$ cat config.mk
export PLATFORM = sky130hd
export DESIGN_NAME = cic_out_norm
export DESIGN_NICKNAME = d
export VERILOG_FILES = /design/src/rtl/cic_out_norm.sv
export SDC_FILE = /design/constraint.sdc
export NUM_CORES = 1
export LEC_CHECK = 0
export CAP_MARGIN = 10
export CORE_MARGIN = 2
export CORE_UTILIZATION = 40
export DETAILED_ROUTE_END_ITERATION = 12
export PLACE_DENSITY = 0.56
export SLEW_MARGIN = 20
export SYNTH_ARGS = -nofsm -noshare
export SYNTH_HDL_FRONTEND = slang
export SYNTH_SLANG_ARGS = --single-unit
$ cat constraint.sdc
create_clock -name clk -period 5.05 [get_ports clk]
set_clock_uncertainty 0.15 [all_clocks]
set_input_delay 1.01 -clock clk [delete_from_list [all_inputs] [get_ports clk]]
set_output_delay 1.01 -clock clk [all_outputs]
set_load 0.005 [all_outputs]
$ cat src/rtl/cic_out_norm.sv
// Normalises the full-precision CIC output (round half up, shift by ORDER*os_sel, saturate to OW)
// and buffers it in a small valid/ready FIFO. Define CIC_OUT_NORM_STATS_EN for sat_cnt/drop_cnt.
module cic_out_norm #(
  parameter int ORDER  = 4,
  parameter int MAX_OS = 7,
  parameter int OW     = 16,
  parameter int IW     = OW + ORDER * MAX_OS,
  parameter int DEPTH  = 4
) (
  input  logic                   clk,
  input  logic                   reset_n,
  input  logic [2:0]             os_sel,
  input  logic                   in_valid,
  input  logic [IW-1:0]          in_data,
  output logic                   out_valid,
  input  logic                   out_ready,
  output logic [OW-1:0]          out_data,
  output logic [$clog2(DEPTH):0] fifo_level,
  output logic                   sat_flag,
  output logic                   ovf_flag,
  input  logic                   clr_flags
`ifdef CIC_OUT_NORM_STATS_EN
  ,
  output logic [15:0]            sat_cnt,
  output logic [15:0]            drop_cnt
`endif
);

  localparam int AW  = $clog2(DEPTH);
  localparam int LW  = AW + 1;
  localparam int SHW = $clog2(ORDER * MAX_OS + 1);
  localparam logic signed [IW:0] SAT_MAX = {{(IW - OW + 2){1'b0}}, {(OW - 1){1'b1}}};
  localparam logic signed [IW:0] SAT_MIN = {{(IW - OW + 2){1'b1}}, {(OW - 1){1'b0}}};
  localparam logic [OW-1:0] OUT_MAX = {1'b0, {(OW - 1){1'b1}}};
  localparam logic [OW-1:0] OUT_MIN = {1'b1, {(OW - 1){1'b0}}};

  logic [2:0]              os_sel_q, os_sel_d;
  logic                    s1_valid_q, s1_valid_d;
  logic signed [IW-1:0]    s1_data_q, s1_data_d;
  logic [SHW-1:0]          s1_sh_q, s1_sh_d;
  logic                    s2_valid_q, s2_valid_d;
  logic signed [IW:0]      s2_data_q, s2_data_d;
  logic [OW-1:0]           mem_q [DEPTH];
  logic [OW-1:0]           mem_d [DEPTH];
  logic [AW-1:0]           wr_ptr_q, wr_ptr_d, rd_ptr_q, rd_ptr_d;
  logic [LW-1:0]           level_q, level_d;
  logic                    sat_flag_q, sat_flag_d, ovf_flag_q, ovf_flag_d;
  logic                    flush, clip_hi, clip_lo, clip_ev;
  logic                    pop, push_req, full, push, drop;
  logic signed [IW:0]      rnd, sum;
  logic [OW-1:0]           sat_data;
`ifdef CIC_OUT_NORM_STATS_EN
  logic [15:0]             sat_cnt_q, sat_cnt_d, drop_cnt_q, drop_cnt_d;
`endif

  always_comb begin
    // A change of os_sel invalidates everything in flight, including this cycle's input.
    flush      = (os_sel != os_sel_q);
    os_sel_d   = os_sel;
    s1_valid_d = in_valid & ~flush;
    s1_data_d  = in_data;
    s1_sh_d    = SHW'(ORDER * int'(os_sel));

    if (s1_sh_q != {SHW{1'b0}}) begin
      rnd = {{IW{1'b0}}, 1'b1} << (s1_sh_q - SHW'(1));
    end else begin
      rnd = {(IW + 1){1'b0}};
    end
    sum        = {s1_data_q[IW-1], s1_data_q} + rnd;
    s2_valid_d = s1_valid_q & ~flush;
    s2_data_d  = sum >>> s1_sh_q;

    clip_hi = (s2_data_q > SAT_MAX);
    clip_lo = (s2_data_q < SAT_MIN);
    if (clip_hi) begin
      sat_data = OUT_MAX;
    end else if (clip_lo) begin
      sat_data = OUT_MIN;
    end else begin
      sat_data = s2_data_q[OW-1:0];
    end

    full     = (level_q == LW'(DEPTH));
    pop      = (level_q != {LW{1'b0}}) & out_ready;
    push_req = s2_valid_q & ~flush;
    push     = push_req & (~full | pop);
    drop     = push_req & full & ~pop;
    clip_ev  = push_req & (clip_hi | clip_lo);

    mem_d = mem_q;
    if (push) begin
      mem_d[wr_ptr_q] = sat_data;
    end else begin
      mem_d[wr_ptr_q] = mem_q[wr_ptr_q];
    end
    wr_ptr_d = flush ? {AW{1'b0}} : (push ? wr_ptr_q + AW'(1) : wr_ptr_q);
    rd_ptr_d = flush ? {AW{1'b0}} : (pop ? rd_ptr_q + AW'(1) : rd_ptr_q);
    level_d  = flush ? {LW{1'b0}} : (level_q + LW'(push) - LW'(pop));

    sat_flag_d = clr_flags ? 1'b0 : (sat_flag_q | clip_ev);
    ovf_flag_d = clr_flags ? 1'b0 : (ovf_flag_q | drop);
`ifdef CIC_OUT_NORM_STATS_EN
    if (clr_flags) begin
      sat_cnt_d  = 16'h0000;
      drop_cnt_d = 16'h0000;
    end else begin
      sat_cnt_d  = (clip_ev && sat_cnt_q != 16'hFFFF) ? sat_cnt_q + 16'h0001 : sat_cnt_q;
      drop_cnt_d = (drop && drop_cnt_q != 16'hFFFF) ? drop_cnt_q + 16'h0001 : drop_cnt_q;
    end
`endif
  end

  always_ff @(posedge clk) begin
    if (!reset_n) begin
      os_sel_q   <= os_sel;
      s1_valid_q <= 1'b0;
      s1_data_q  <= {IW{1'b0}};
      s1_sh_q    <= {SHW{1'b0}};
      s2_valid_q <= 1'b0;
      s2_data_q  <= {(IW + 1){1'b0}};
      for (int i = 0; i < DEPTH; i++) mem_q[i] <= {OW{1'b0}};
      wr_ptr_q   <= {AW{1'b0}};
      rd_ptr_q   <= {AW{1'b0}};
      level_q    <= {LW{1'b0}};
      sat_flag_q <= 1'b0;
      ovf_flag_q <= 1'b0;
`ifdef CIC_OUT_NORM_STATS_EN
      sat_cnt_q  <= 16'h0000;
      drop_cnt_q <= 16'h0000;
`endif
    end else begin
      os_sel_q   <= os_sel_d;
      s1_valid_q <= s1_valid_d;
      s1_data_q  <= s1_data_d;
      s1_sh_q    <= s1_sh_d;
      s2_valid_q <= s2_valid_d;
      s2_data_q  <= s2_data_d;
      mem_q      <= mem_d;
      wr_ptr_q   <= wr_ptr_d;
      rd_ptr_q   <= rd_ptr_d;
      level_q    <= level_d;
      sat_flag_q <= sat_flag_d;
      ovf_flag_q <= ovf_flag_d;
`ifdef CIC_OUT_NORM_STATS_EN
      sat_cnt_q  <= sat_cnt_d;
      drop_cnt_q <= drop_cnt_d;
`endif
    end
  end

  assign out_valid  = (level_q != {LW{1'b0}});
  assign out_data   = mem_q[rd_ptr_q];
  assign fifo_level = level_q;
  assign sat_flag   = sat_flag_q;
  assign ovf_flag   = ovf_flag_q;
`ifdef CIC_OUT_NORM_STATS_EN
  assign sat_cnt    = sat_cnt_q;
  assign drop_cnt   = drop_cnt_q;
`endif

endmodule

## Word level (Yosys, flattened, before mapping)

Index checks and enable logic that the tools add are counted.

- Add/sub/neg operators: 6
- Magnitude comparators: 5
- Equal/unequal tests: 2
- Shifts and indexed selects: 2
- Muxes and demuxes: 14
- Bitwise operators: 18
- Reduce and logical (&&, ||, !) cells: 5

Operator list:

| kind | count |
|---|---|
| bitwise mux 64 bit | 2 |
| 2-to-1 mux 16 bit | 7 |
| binary-select mux 16 bit (select 2 bit) | 2 |
| 2-to-1 mux 64 bit | 1 |
| adder 45 bit | 1 |
| greater-than comparator 45 x 16 -> 1 bit (second input constant) | 1 |
| less-than comparator 45 x 16 -> 1 bit (second input constant) | 1 |
| 2-to-1 mux 45 bit | 1 |
| << shifter 1 x 5 -> 45 bit (first input constant) | 1 |
| >>> shifter 45 x 5 -> 45 bit | 1 |
| demux 16 bit (select 2 bit) | 1 |
| bitwise AND 1 bit | 8 |
| >= comparator 3 bit (second input constant) | 2 |
| NOT 2 -> 3 bit | 2 |
| nonzero test 5 bit | 1 |
| subtractor 5 x 1 -> 5 bit (second input constant) | 1 |
| adder 2 x 1 -> 2 bit (second input constant) | 2 |
| NOT 1 bit | 4 |
| bitwise OR 1 bit | 4 |
| OR reduction 2 bit | 2 |
| adder 3 x 1 -> 3 bit | 1 |
| equality test 3 bit (second input constant) | 1 |
| less-than comparator 3 x 1 -> 1 bit (second input constant) | 1 |
| inequality test 3 bit | 1 |
| 3 further kinds | 3 |

- Bits in registers: 172
- Input bits: 52
- Output and inout port bits: 22
- Logic and storage cells: 68

## Longest topological paths before layout

- Word-level depth: 7
- Gate-level depth with buffers: 15

## Worst setup path after synthesis

Ideal clock, no wire load.

- Path type: register to register
- Start point: register s1_sh_q[3]
- End point: register s2_data_q[21]
- Arrival time: 3.653 ns
- Data required time: 4.778 ns
- Slack: 1.125 ns
- Stages on the path, launching flop included: 15
- Buffers on the path: 4
- Cells stage by stage: dfxtp_1 > clkbuf_1 > clkinv_1 > clkbuf_1 > clkbuf_1 > nor3_1 > ha_1 > and4_1 > buf_6 > nand2_4 > or4_4 > a31o_4 > o21a_1 > mux4_2 > o311a_1

- Cells in the longest elaborated chain, start to end: 5
- Elaborated cells on any way between the ends: 6
- Classes of those cells: add/sub: 2; shift: 2; mux: 1; reduce/logical: 1

RTL lines:

| element | line | text |
|---|---|---|
| start: declaration | 40 | `logic [SHW-1:0] s1_sh_q, s1_sh_d;` |
| start signal: assignment | 118 | `s1_sh_q <= {SHW{1'b0}};` |
| start signal: assignment | 135 | `s1_sh_q <= s1_sh_d;` |
| subtractor 5 x 1 -> 5 bit | 65 | `rnd = {{IW{1'b0}}, 1'b1} << (s1_sh_q - SHW'(1));` |
| << shifter 1 x 5 -> 45 bit | 65 |  |
| 2-to-1 mux 45 bit | 64 | `if (s1_sh_q != {SHW{1'b0}}) begin` |
| adder 45 bit | 69 | `sum = {s1_data_q[IW-1], s1_data_q} + rnd;` |
| >>> shifter 45 x 5 -> 45 bit (*) | 71 | `s2_data_d = sum >>> s1_sh_q;` |
| end signal: assignment | 120 | `s2_data_q <= {(IW + 1){1'b0}};` |
| end signal: assignment | 137 | `s2_data_q <= s2_data_d;` |
| end: declaration | 42 | `logic signed [IW:0] s2_data_q, s2_data_d;` |

Mark *: on every way between the ends. The rest lies on a longest branch, timed or not.
A chain may end at the register's enable or synchronous reset.

## Worst setup path in the final report

- Start point: register s1_sh_q[3]
- End point: register s2_data_q[6]

The elaborated chain is that of the path after synthesis.

==> impl_metrics.csv <==
group,metric,value,unit
layout,diodes,0,
worst_hold_path,hold_path_startpoint,"s1_valid_q",
pwr,p_sw,777.2,µW
floorplan,initial_core_util,40.76,%
logic_synthesis,synthCells,997,
floorplan,chipHeight,155.9,µm
route,drc_errors,0,
sta,worst_pin_slew,1121,ps
sta,hold_viol,0,
setup_path,crit_path_end_kind,"flop",
route,firstDrtPassIters,5,
floorplan,die_w,155.9,µm
sta,finalCritPeriodShare,80.58,%
sta,slew_viol_final,0,
layout,regArea,3405,µm²
layout,final_cells,1334,
route,wl_per_cell,18.72,µm
setup_path,cp_num_buf_inv,1,
place,post-place-cells,1303,
sta,fin_setup_tns,0,ps
clock_tree,htreeDepth,4,
logic_synthesis,synth-seq-area-share,36.88,%
place,port_buffers,73,
layout,multi_input_area,5517,µm²
setup_path,r2r_end,"s2_data_q[6]",
setup_path,crit_family,"simple AND/OR/NAND/NOR gates",
grt,grt_usage,21.32,%
worst_hold_path,hold_path_depth,1,
sta,hold_ws,311.5,ps
pwr,comb_power_share,10.6,%
pwr,p_int,2227,µW
logic_synthesis,async_flop_share,0,%
floorplan,die-area,24300,µm²
sta,grt_setup_unrepaired,"no",
pwr,p_leak,0.003965,µW
layout,finalNetCount,1105,
logic_synthesis,yosys-top-cells-area,"dfxtp_1 37%, mux4_2 9.3%, mux2i_1 9.1%",
pwr,pwr-share-clk,41.7,%
worst_hold_path,min_to,"s2_valid_q",
clock_tree,cts_tree,"done",
clock_tree,ctsResizeCount,0,
logic_synthesis,synth.avg_cell_area,9.255,µm²
clock_tree,holdBufCountCts,0,
clock_tree,clk_pin_slew_worst_paths,70,ps
setup_path,crit_required,5180,ps
pwr,p_sw_share,25.87,%
clock_tree,numCtsBuffers,17,
route,drt_iter0_markers,605,
setup_path,r2r_slack,980,ps
setup_path,reg2reg_depth,11,
route,ant_nets,0,
logic_synthesis,synth.top_cell.area_share,36.88,%
clock_tree,worstSkewPairLatency,420,ps
logic_synthesis,synth_nets,1065,
layout,drive_gt1_share,11.25,%
setup_path,path_class,"flop to flop",
floorplan,row_count,55,
logic_synthesis,yosys.area.top_type,"dfxtp_1",
setup_path,slowest_stage,"a211oi_1",
place,place_hpwl,17.76,mm
clock_tree,postCtsSetupBuffers,0,
sta,min_period,4069,ps
setup_path,crit_path_start,"s1_sh_q[3]",
logic_synthesis,synth_edf_count,0,
grt,grt_antenna_before_repair,0,
job,drv_cap,0,
route,vias,7451,
grt,grt_pass1_vias,7359,
logic_synthesis,ys_ff_latch,170,
route,routed_wl,24.98,mm
setup_path,crit_path_cell_trace,"clkinv_1, nor3_1, ha_1, and4_1, nand2_4, or4_4, a31oi_1, nand3_1, a211oi_1, or2_1, a311oi_2",
place,globalplace.congestion,0.9273,
logic_synthesis,synth_area,9228,µm²
route,viasPerCell,5.585,
sta,setup-violations-final,0,
setup_path,critPathLaunchType,"flop",
grt,grt-ovfl-total,0,
logic_synthesis,synth_ff_type,"dfxtp_1",
clock_tree,cts-root-buf,"clkbuf_16",
pwr,peakVddDrop,175.7,µV
layout,final_cell_mix,"169 x dfxtp_1, 124 x nor2_1, 84 x mux2i_1",
pwr,seq_power_share,47.7,%
pwr,p_per_area,279.8,nW/µm²
grt,grt_max_degree,65,
clock_tree,clkSinkCount,170,
status,status,"completed",
worst_hold_path,hp-class,"flop to flop",
layout,fillCellCount,2201,
layout,area.growth.synth_to_final,16.32,%
layout,layout.cells.most_common,"dfxtp_1",
setup_path,slowest_delay,680,ps
floorplan,ioPinCount,74,
setup_path,worstPathMaxFanout,9,
floorplan,core_region_area,22640,µm²
logic_synthesis,ys_types,81,
grt,grt_pass1_wl,40.47,mm
clock_tree,cts_max_path_buffers,2,
sta,relSlewSlack,25.28,%
sta,fmax,245.8,MHz
setup_path,r2r-start,"s1_sh_q[3]",
setup_path,arrival,4200,ps
logic_synthesis,yosys_warnings,0,
-- synthesized netlist by cell type, drive strengths merged, types with 3 or more instances --
library cell and count:
o211ai 6, o2111ai 6, dfxtp 170, and3 11, clkbuf 48, a21oi 53
or3 3, nand2b 3, ha 15, mux4 38, and2 55, a221oi 6
nand3 15, o22ai 5, nand4 14, nor2 124, buf 21, a31o 3
and4 10, o21ai 42, o21a 10, or2 4, inv 11, mux2 5
xnor2 22, nor3 17, a211oi 23, a21o 6, nand2 77, a31oi 5
nor4 11, a211o 3, xor2 24, a311oi 3, o221a 4, mux2i 85
or4 6
-- state kept, by name, summed over array words and instances (netlist names) --
register,count
s2_valid_q,1
os_sel_q,3
s1_data_q,44
fifo_level,3
s1_sh_q,3
s1_valid_q,1
rd_ptr_q,2
wr_ptr_q,2
sat_flag,1
mem_q,64
ovf_flag,1
s2_data_q,45
-- per-layer routing --
| metal | track usage [%] | vias up | part of all wire (%) |
|---|---|---|---|
| met2 | 33.06 | 223 | 45 |
| met3 | 4.056 | 23 | 4.9 |
| met5 | 0 | - | 0 |
| met4 | 5.941 | 0 | 1.3 |
| met1 | 30.40 | 3500 | 49 |
| li1 | - | 3705 | - |
-- final cells by class --
type | instances | share of cell area [%]
Multi-Input combinational cell | 746 | 51.39
Sequential cell | 170 | 31.72
Clock inverter | 11 | 1.037
Inverter | 12 | 0.4196
Timing Repair Buffer | 90 | 7.950
Clock buffer | 20 | 4.161
Tap cell | 285 | 3.322
-- stage by stage --
step,util [%],total power (µW),area (µm²),setup slack (ps)
2_1_floorplan,-,1652,9228,1125
3_3_place_gp,44.92,1778,10170,823.5
3_5_place_dp,44.94,1775,10170,743.8
4_1_cts,47.40,3034,10730,1023
5_1_grt,47.41,3128,10730,708.1
6_report,47.41,3004,10730,980.9
-- how the worst max path moves through the flow --
stage                               end  slack [ps]  cells after the start
after floorplan           s2_data_q[21]        1130                     14
after global placement    fifo_level[2]         820                     14
final                      s2_data_q[6]         980                     11
after global routing       s2_data_q[9]         710                     13
after CTS                  s2_data_q[6]        1020                     11
after detailed placement  fifo_level[2]         740                     14
-- power by group through the flow --
stage,clock network (µW),logic [µW],registers (µW)
CTS,1290,315,1430
floorplan,0,207,1440
global route,1350,347,1440
finish,1250,319,1430
global placement,0,316,1460
detailed placement,0,313,1460
-- kinds of logic after synthesis --
| family | after synthesis | share of synthesized area (%) |
|---|---|---|
| and+or+nand+nor | 355 | 18.90 |
| AOI/OAI and AO/OA | 200 | 14.66 |
| DFF | 170 | 36.88 |
| muxes | 128 | 19.15 |
| buffers and inverters | 81 | 3.471 |
| xor gates and xnor gates | 46 | 4.651 |
| adders and majority gates | 16 | 2.251 |
| other | 1 | 0.04064 |
Power figures use the tool's default switching activity.
